==> config.mk <==
export PLATFORM = sky130hd
export DESIGN_NAME = dot_product_acc
export DESIGN_NICKNAME = d
export VERILOG_FILES = /design/src/rtl/dot_product_acc_pkg.sv /design/src/rtl/dot_product_acc_mac.sv /design/src/rtl/dot_product_acc.sv
export SDC_FILE = /design/constraint.sdc
export NUM_CORES = 2
export LEC_CHECK = 0
export BUFFER_PORTS_ARGS = -buffer_cell sky130_fd_sc_hd__buf_2
export CAP_MARGIN = 20
export CORE_MARGIN = 2
export CORE_UTILIZATION = 50
export DETAILED_ROUTE_END_ITERATION = 7
export GPL_TIMING_DRIVEN = 0
export PLACE_DENSITY = 0.67
export SYNTH_ARGS = -nofsm -noshare
export SYNTH_HDL_FRONTEND = slang
export SYNTH_SLANG_ARGS = --single-unit
==> constraint.sdc <==
create_clock -name clk -period 3.45 [get_ports clk]
set_clock_uncertainty 0.05 [all_clocks]
set_input_delay 0 -clock clk [delete_from_list [all_inputs] [get_ports clk]]
set_output_delay 0 -clock clk [all_outputs]
set_load 0.005 [all_outputs]
==> src/rtl/dot_product_acc_pkg.sv <==
// Shared types and helpers for the streaming dot-product engine.
package dot_product_acc_pkg;

  typedef enum logic [1:0] {
    IDLE = 2'd0,
    ACC  = 2'd1,
    HOLD = 2'd2
  } state_e;

  function automatic int lane_lsb(input int lane, input int width);
    return lane * width;
  endfunction

  function automatic int cnt_width(input int n);
    return $clog2(n) + 1;
  endfunction

endpackage

==> src/rtl/dot_product_acc_mac.sv <==
// Per-beat lane products: multiply, rescale, sign-extend, reduce.
module mac_lane_tree
  import dot_product_acc_pkg::*;
#(
  parameter int bitwidth      = 32,
  parameter int inputBitwidth = 16,
  parameter int fracBitwidth  = 7,
  parameter int SIZE          = 4
) (
  input  logic [SIZE*inputBitwidth-1:0] x_in,
  input  logic [SIZE*inputBitwidth-1:0] w_in,
  output logic [bitwidth-1:0]           chunk_sum
);

  localparam int IW = inputBitwidth;

  logic [bitwidth-1:0] lane_p [SIZE];

  for (genvar i = 0; i < SIZE; i++) begin : g_lane
    logic signed [IW-1:0]   xs;
    logic signed [IW-1:0]   ws;
    logic signed [2*IW-1:0] prod;
    logic signed [2*IW-1:0] shf;

    assign xs   = x_in[lane_lsb(i, IW) +: IW];
    assign ws   = w_in[lane_lsb(i, IW) +: IW];
    assign prod = xs * ws;
    // arithmetic shift floors toward -inf
    assign shf  = prod >>> fracBitwidth;
    assign lane_p[i] = bitwidth'(shf);
  end

  always_comb begin
    chunk_sum = '0;
    for (int i = 0; i < SIZE; i++) begin
      chunk_sum = chunk_sum + lane_p[i];
    end
  end

endmodule

==> src/rtl/dot_product_acc.sv <==
// Streaming fixed-point dot-product engine: NUM_CHUNK beats of
// SIZE pairs summed into one sample result with valid/ready output.
module dot_product_acc
  import dot_product_acc_pkg::*;
#(
  parameter int bitwidth      = 32,
  parameter int inputBitwidth = 16,
  parameter int fracBitwidth  = 7,
  parameter int SIZE          = 4,
  parameter int NUM_CHUNK     = 8
) (
  input  logic                          clk,
  input  logic                          rst_n,
  input  logic                          start,
  input  logic [SIZE*inputBitwidth-1:0] x_in,
  input  logic [SIZE*inputBitwidth-1:0] w_in,
  input  logic                          in_valid,
  output logic                          in_ready,
  output logic [bitwidth-1:0]           data_out,
  output logic                          out_valid,
  input  logic                          out_ready,
  output logic                          busy
);

  localparam int CW = cnt_width(NUM_CHUNK);
  localparam logic [CW-1:0] LAST = CW'(NUM_CHUNK - 1);

  state_e              state_q, state_d;
  logic [bitwidth-1:0] acc_q, acc_d;
  logic [CW-1:0]       cnt_q, cnt_d;
  logic [bitwidth-1:0] dout_q, dout_d;
  logic                ov_q, ov_d;
  logic [bitwidth-1:0] chunk_sum;
  logic                beat;

  mac_lane_tree #(
    .bitwidth      (bitwidth),
    .inputBitwidth (inputBitwidth),
    .fracBitwidth  (fracBitwidth),
    .SIZE          (SIZE)
  ) u_tree (
    .x_in      (x_in),
    .w_in      (w_in),
    .chunk_sum (chunk_sum)
  );

  assign in_ready  = (state_q == ACC);
  assign busy      = (state_q != IDLE);
  assign data_out  = dout_q;
  assign out_valid = ov_q;
  assign beat      = in_valid & in_ready;

  always_comb begin
    state_d = state_q;
    acc_d   = acc_q;
    cnt_d   = cnt_q;
    dout_d  = dout_q;
    ov_d    = ov_q;
    unique case (state_q)
      IDLE: begin
        if (start) begin
          state_d = ACC;
          acc_d   = '0;
          cnt_d   = '0;
        end
      end
      ACC: begin
        if (beat) begin
          if (cnt_q == LAST) begin
            dout_d  = acc_q + chunk_sum;
            ov_d    = 1'b1;
            state_d = HOLD;
          end else begin
            acc_d = acc_q + chunk_sum;
            cnt_d = cnt_q + CW'(1);
          end
        end
      end
      HOLD: begin
        if (ov_q && out_ready) begin
          ov_d = 1'b0;
          // start on the handshake cycle skips the idle bubble
          if (start) begin
            state_d = ACC;
            acc_d   = '0;
            cnt_d   = '0;
          end else begin
            state_d = IDLE;
          end
        end
      end
      default: state_d = IDLE;
    endcase
  end

  always_ff @(posedge clk or negedge rst_n) begin
    if (!rst_n) begin
      state_q <= IDLE;
      acc_q   <= '0;
      cnt_q   <= '0;
      dout_q  <= '0;
      ov_q    <= 1'b0;
    end else begin
      state_q <= state_d;
      acc_q   <= acc_d;
      cnt_q   <= cnt_d;
      dout_q  <= dout_d;
      ov_q    <= ov_d;
    end
  end

endmodule

**After elaboration in Yosys (flattened, before gate mapping)**

Index checks and enable logic that the tools add are counted.

- Add/sub/neg operators: 5
- Multiply operators: 4
- Equality and inequality tests: 8
- Multiplexer cells: 20
- Bitwise logic cells: 1
- Reduce and logical (&&, ||, !) cells: 9

Operator list:

| operator | number |
|---|---|
| 16-bit by 16-bit multiplier with 32-bit output | 4 |
| 32-bit two-way mux | 4 |
| 32-bit one-hot mux with 3 select lines | 1 |
| 32-bit adder | 1 |
| 27-bit by 25-bit adder with 28-bit output | 1 |
| 26-bit by 25-bit adder with 27-bit output | 1 |
| 25-bit by 25-bit adder with 26-bit output | 1 |
| 4-bit two-way mux | 4 |
| 4-bit one-hot mux with 3 select lines | 1 |
| 4-bit AND reduction | 3 |
| 2-bit two-way mux | 4 |
| 2-bit != test, second input constant | 3 |
| 2-bit one-hot mux with 3 select lines | 1 |
| 4-bit by 1-bit adder with 4-bit output, second input constant | 1 |
| 4-bit by 3-bit == test with 1-bit output, second input constant | 1 |
| 1-bit two-way mux | 4 |
| 2-bit by 1-bit != test with 1-bit output, second input constant | 2 |
| 2-bit nonzero test | 2 |
| 3-bit AND reduction | 1 |
| 3-bit nonzero test | 1 |
| 2-bit by 1-bit == test with 1-bit output, second input constant | 1 |
| 2-bit == test, second input constant | 1 |
| 2-bit zero test | 1 |
| 1-bit one-hot mux with 2 select lines | 1 |
| other kinds (2) | 2 |

- Flip-flop bits (word level): 71
- Output and inout port bits: 35

**Longest topological paths before layout**

- Word-level depth: 8
- Depth in mapped cells: 50
- Depth with buffers taken out: 49

**Hierarchy**

From an unflattened synthesis, not the netlist that was laid out.

- Cell total of the unflattened synthesis: 5042
- Area, all modules: 45463.6 um^2

Modules (own cells, without submodules):

| module | instances | cells each | area an instance (um^2) | seq. area each (um^2) |
|---|---|---|---|---|
| mac_lane_tree | 1 | 4556 | 41019.3 | 0.0 |
| dot_product_acc | 1 | 486 | 4444.3 | 1776.7 |

**Worst setup path before layout**

No wires, ideal clock.

- Path type: input-to-reg
- From: input port w_in[1]
- To: register acc_q[31]
- Arrival: 9739 ps
- Data required time: 3281 ps
- Path slack: -6458 ps
- Stages: 44
- Cells stage by stage: clkbuf_1 nand2_1 inv_1 fa_1 inv_1 fa_1 fa_1 inv_1 fa_1 fa_1 inv_1 fa_1 inv_1 ha_1 a21o_1 a21o_1 a211oi_1 nand3_1 [8 not listed] inv_1 ha_1 clkbuf_1 a21o_1 a211oi_1 nor2_1 o41a_1 nor4b_1 a311o_1 ha_1 nor4_1 a21oi_1 inv_1 a211oi_1 or4b_1 nand4_2 o21ai_0 nor2b_1

- Word-level cells in the longest chain between the ends: 8

RTL lines:

| item | RTL line | text |
|---|---|---|
| start, declared | dot_product_acc.sv:16 | `input logic [SIZE*inputBitwidth-1:0] w_in,` |
| 16-bit by 16-bit multiplier with 32-bit output | dot_product_acc_mac.sv:27 | `assign prod = xs * ws;` |
| 25-bit by 25-bit adder with 26-bit output | dot_product_acc_mac.sv:36 | `chunk_sum = chunk_sum + lane_p[i];` |
| 26-bit by 25-bit adder with 27-bit output | dot_product_acc_mac.sv:36 |  |
| 27-bit by 25-bit adder with 28-bit output | dot_product_acc_mac.sv:36 |  |
| 32-bit adder | dot_product_acc.sv:74 | `acc_d = acc_q + chunk_sum;` |
| 32-bit two-way mux | dot_product_acc.sv:69 | `if (cnt_q == LAST) begin` |
| 32-bit two-way mux | dot_product_acc.sv:68 | `if (beat) begin` |
| 32-bit one-hot mux with 3 select lines | dot_product_acc.sv:59 | `unique case (state_q)` |
| end signal, assigned | dot_product_acc.sv:99 | `acc_q <= '0;` |
| end signal, assigned | dot_product_acc.sv:105 | `acc_q <= acc_d;` |
| end, declared | dot_product_acc.sv:29 | `logic [bitwidth-1:0] acc_q, acc_d;` |

Every way passes these cells. The select of a mux whose other input is x is not followed.
A chain may end at the register's enable or synchronous reset.

**Worst setup path in the final report**

- From: input port x_in[4]
- To: register dout_q[31], in the netlist data_out[31]

- Word-level cells in the longest chain between the ends: 5

RTL lines:

| item | RTL line | text |
|---|---|---|
| start, declared | dot_product_acc.sv:15 | `input logic [SIZE*inputBitwidth-1:0] x_in,` |
| 16-bit by 16-bit multiplier with 32-bit output | dot_product_acc_mac.sv:27 |  |
| 25-bit by 25-bit adder with 26-bit output | dot_product_acc_mac.sv:36 |  |
| 26-bit by 25-bit adder with 27-bit output | dot_product_acc_mac.sv:36 |  |
| 27-bit by 25-bit adder with 28-bit output | dot_product_acc_mac.sv:36 |  |
| 32-bit adder | dot_product_acc.sv:70 | `dout_d = acc_q + chunk_sum;` |
| end signal, assigned | dot_product_acc.sv:107 | `dout_q <= dout_d;` |
| end, declared | dot_product_acc.sv:31 | `logic [bitwidth-1:0] dout_q, dout_d;` |

Every way passes these cells.

==> summary.txt <==
Global route
  • Total gr overflow: 0
  • Number of global-route vias before repair: 36590
  • Overall routing resource usage: 27.6%
  • First-pass GRT wire length: 198000 um
  • Largest net degree at the start of global routing: 39
  • Initial antenna violation count: 1

Cells and area
  • Final non-filler cell total: 6490
  • Fill count: 7379
  • Fin nets: 6928
  • Multi-input gate area: 0.0403 mm2
  • Register area: 0.00178 mm2
  • Area grow syn2layout: 20.8%
  • Layout cells sized above 1: 19.4%
  • N_diodes: 0

Die
  • Initial Util: 50.4%
  • DIE HEIGHT: 303 um
  • Die W: 303 um
  • Row count: 109
  • Io pins: 168
  • Die footprint: 0.0915 mm2
  • Core area: 0.0884 mm2

Route
  • Via density: 5.24
  • WL final: 122000 um
  • DRT iter0 DRCs: 2020
  • DRC Markers: 0
  • Vias post-DR: 34001
  • DRT Pass-1 Iters: 7
  • Post-route ant nets: 0
  • Routed wire per std cell: 18.8 um

Clocking
  • CTS tree: built
  • H-tree depth: 3
  • Cts bufs inserted: 9
  • Clock root cell: clkbuf_16
  • Maximum clock insertion buffer count: 2
  • Worst-skew pair later-pin latency: 0.35 ns
  • Clk sink count: 71
  • Worst-path clk slew: 0.07 ns

STA
  • Worst-margin pin slew: 0.831 ns
  • Slew headroom: 44.6%
  • Hold Vio Cnt, Final: 0
  • RSZ-0062 raised after global routing: true
  • Period minus WS final: 10.07 ns
  • Setup violations, final: 64
  • Fin crit share: 292%
  • Post-route setup slack: -6.62 ns
  • Fmax: 99.3 MHz
  • Slew Limit Fails: 0
  • WHS: 0.0949 ns
  • Setup TNS: -325.16 ns

Synth
  • Top-area cell type share of the netlist area: 49.2%
  • Count of state elements after synthesis: 71
  • Distinct cells, synth: 75
  • Top post-synthesis cells by area: fa_1 (49%), ha_1 (11%), inv_1 (10%)
  • Most used DFF post-synth: dfrtp_1
  • Number of enable flip-flop cells after synthesis: 0
  • YS warnings: 0
  • Gate Count Post-Synth: 4875
  • FFs w/ async S/R, synth: 100%
  • Synthesized area per cell: 9.14 um2
  • Area leader, netlist: fa_1
  • Mapped Nets: 6483
  • Synthesized area: 0.0446 mm2
  • Seq/Total Area, Yosys: 3.99%

Critical path
  • Top cell family by delay on the critical path: adder cells
  • CP arrival: 10.25 ns
  • CP max FO: 5
  • CP peak stage delay: 0.59 ns
  • Crit path kind: in -> reg
  • Slowest CP cell: fa_1
  • Startpoint Class: primary input
  • Crit path buffers/inverters: 10
  • WP data required: 3.63 ns
  • Crit path top cell by count: fa_1
  • CP endpoint kind: register

Place
  • DP HPWL: 101000 um
  • Inst Count DP: 6209
  • Placer Congestion: 0.916
  • # port buffers: 167
  • Pre-CTS setup slack: -8.04 ns

Job
  • Max Cap Violations: 0

Status
  • Status: complete, but fails checks
  • Failing checks: negative setup slack

Worst hold path
  • Hold WC Path Type: in -> async
-- worst reg2reg max path, delay by kind of cell (launching register included) --
family	cells	cell delay, ns
compound gates	7	1.41
xor+xnor	1	0.16
fa+ha+maj	1	0.32
flops	1	0.39
mux	1	0.27
simple gates	1	0.44
-- stage by stage --
stage               utilization, %  cell area [um2]
finish                        60.9            53900
global route                  60.9            53900
detailed placement            54.3            48000
CTS                           59.0            52100
global placement              54.3            48000
floorplan                        -            45700
-- path summary, 6_finish.rpt --
path                       depth (start not counted)                     start                        to  slack [ns]
max in group asynchronous                          3                     rst_n     acc_q[10]$_DFFE_PN0P_        2.66
min                                                2                     rst_n    state_q[1]$_DFFE_PN0P_        0.09
min in group clk                                   2  data_out[28]$_DFFE_PN0P_  data_out[28]$_DFFE_PN0P_        0.43
min reg2reg                                        2  data_out[28]$_DFFE_PN0P_  data_out[28]$_DFFE_PN0P_        0.43
max                                               44                   x_in[4]  data_out[31]$_DFFE_PN0P_       -6.62
max reg2reg                                       11     acc_q[11]$_DFFE_PN0P_  data_out[30]$_DFFE_PN0P_        0.33
-- cell families (layout without fill, tap and decap cells) --
kind of cell | count (synthesis) | count (layout) | share of synthesized area, %
compound gates | 366 | 366 | 5.61
xor+xnor | 168 | 168 | 3.30
fa+ha+maj | 1475 | 1475 | 59.9
buf+inv | 1383 | 1833 | 11.7
flops | 71 | 71 | 3.99
mux | 10 | 10 | 0.239
simple gates | 1402 | 1402 | 15.3
-- state kept, by name, indices dropped and copies added, names as in the netlist --
| signal | cells |
|---|---|
| out_valid | 1 |
| data_out | 32 |
| state_q | 2 |
| cnt_q | 4 |
| acc_q | 32 |
-- layout by cell type, fill, tap and decap left out, types with 56 or more instances in the layout --
master / instances
and2_1: 417
inv_1: 1186
buf_2: 96
xnor2_1: 78
nor2_1: 99
ha_4: 56
dfrtp_1: 71
nand2_1: 615
ha_1: 307
fa_1: 1063
buf_6: 67
buf_4: 252
-- per-layer routing --
layer  part of all wire, %  global-route usage (%)  up-vias
met5                0.0098                       0        -
met4                   3.6                    7.48        2
met3                   5.6                    3.20      245
met2                    49                    46.9     1009
met1                    41                    37.7    17514
li1                      -                       -    15231
-- layout make-up --
| class | count | area share, % |
|---|---|---|
| multi-input cells | 3421 | 74.8 |
| inverters | 1240 | 8.66 |
| repair buffers | 436 | 6.60 |
| plain buffers | 141 | 3.35 |
| flip-flops and latches | 71 | 3.30 |
| clock inverters | 6 | 0.0929 |
| clock buffers | 10 | 0.444 |
| well taps | 1165 | 2.71 |
-- synth_stat cells, types with 4 or more instances --
cell       count
or3_1          5
xnor2_1      120
a21oi_1       92
mux2i_1        5
o22ai_1        4
nand2_1      644
dfrtp_1       71
a31oi_1       11
and2_1       439
xor2_1        48
o211ai_1      13
or2_2          7
nand3_1       26
clkbuf_1     137
nor2_1       122
ha_1         379
inv_1       1239
and3_1        14
a211oi_1      10
fa_1        1096
nand4_1       18
a21oi_2        6
nor2b_1       26
nand2b_1      53
o21bai_1      10
nor3_1        32
o21a_1        25
a22o_1        25
o31ai_1        8
a21boi_0       4
a31o_2         4
mux2_2         5
o21ai_0       63
o21ai_1        4
a21o_1        47
o2111ai_1      4
-- repair_timing --
item	4_1_cts	5_1_grt
gates resized for setup	535	302
endpoints found under the hold margin	76	0
setup buffers	162	101
hold buffers	4	0
pin swaps	165	158
gates cloned	1	4
setup endpoints to repair	64	64
Power is not shown: default switching activity piles up to over one toggle a cycle in this logic, so the estimate is an artifact.
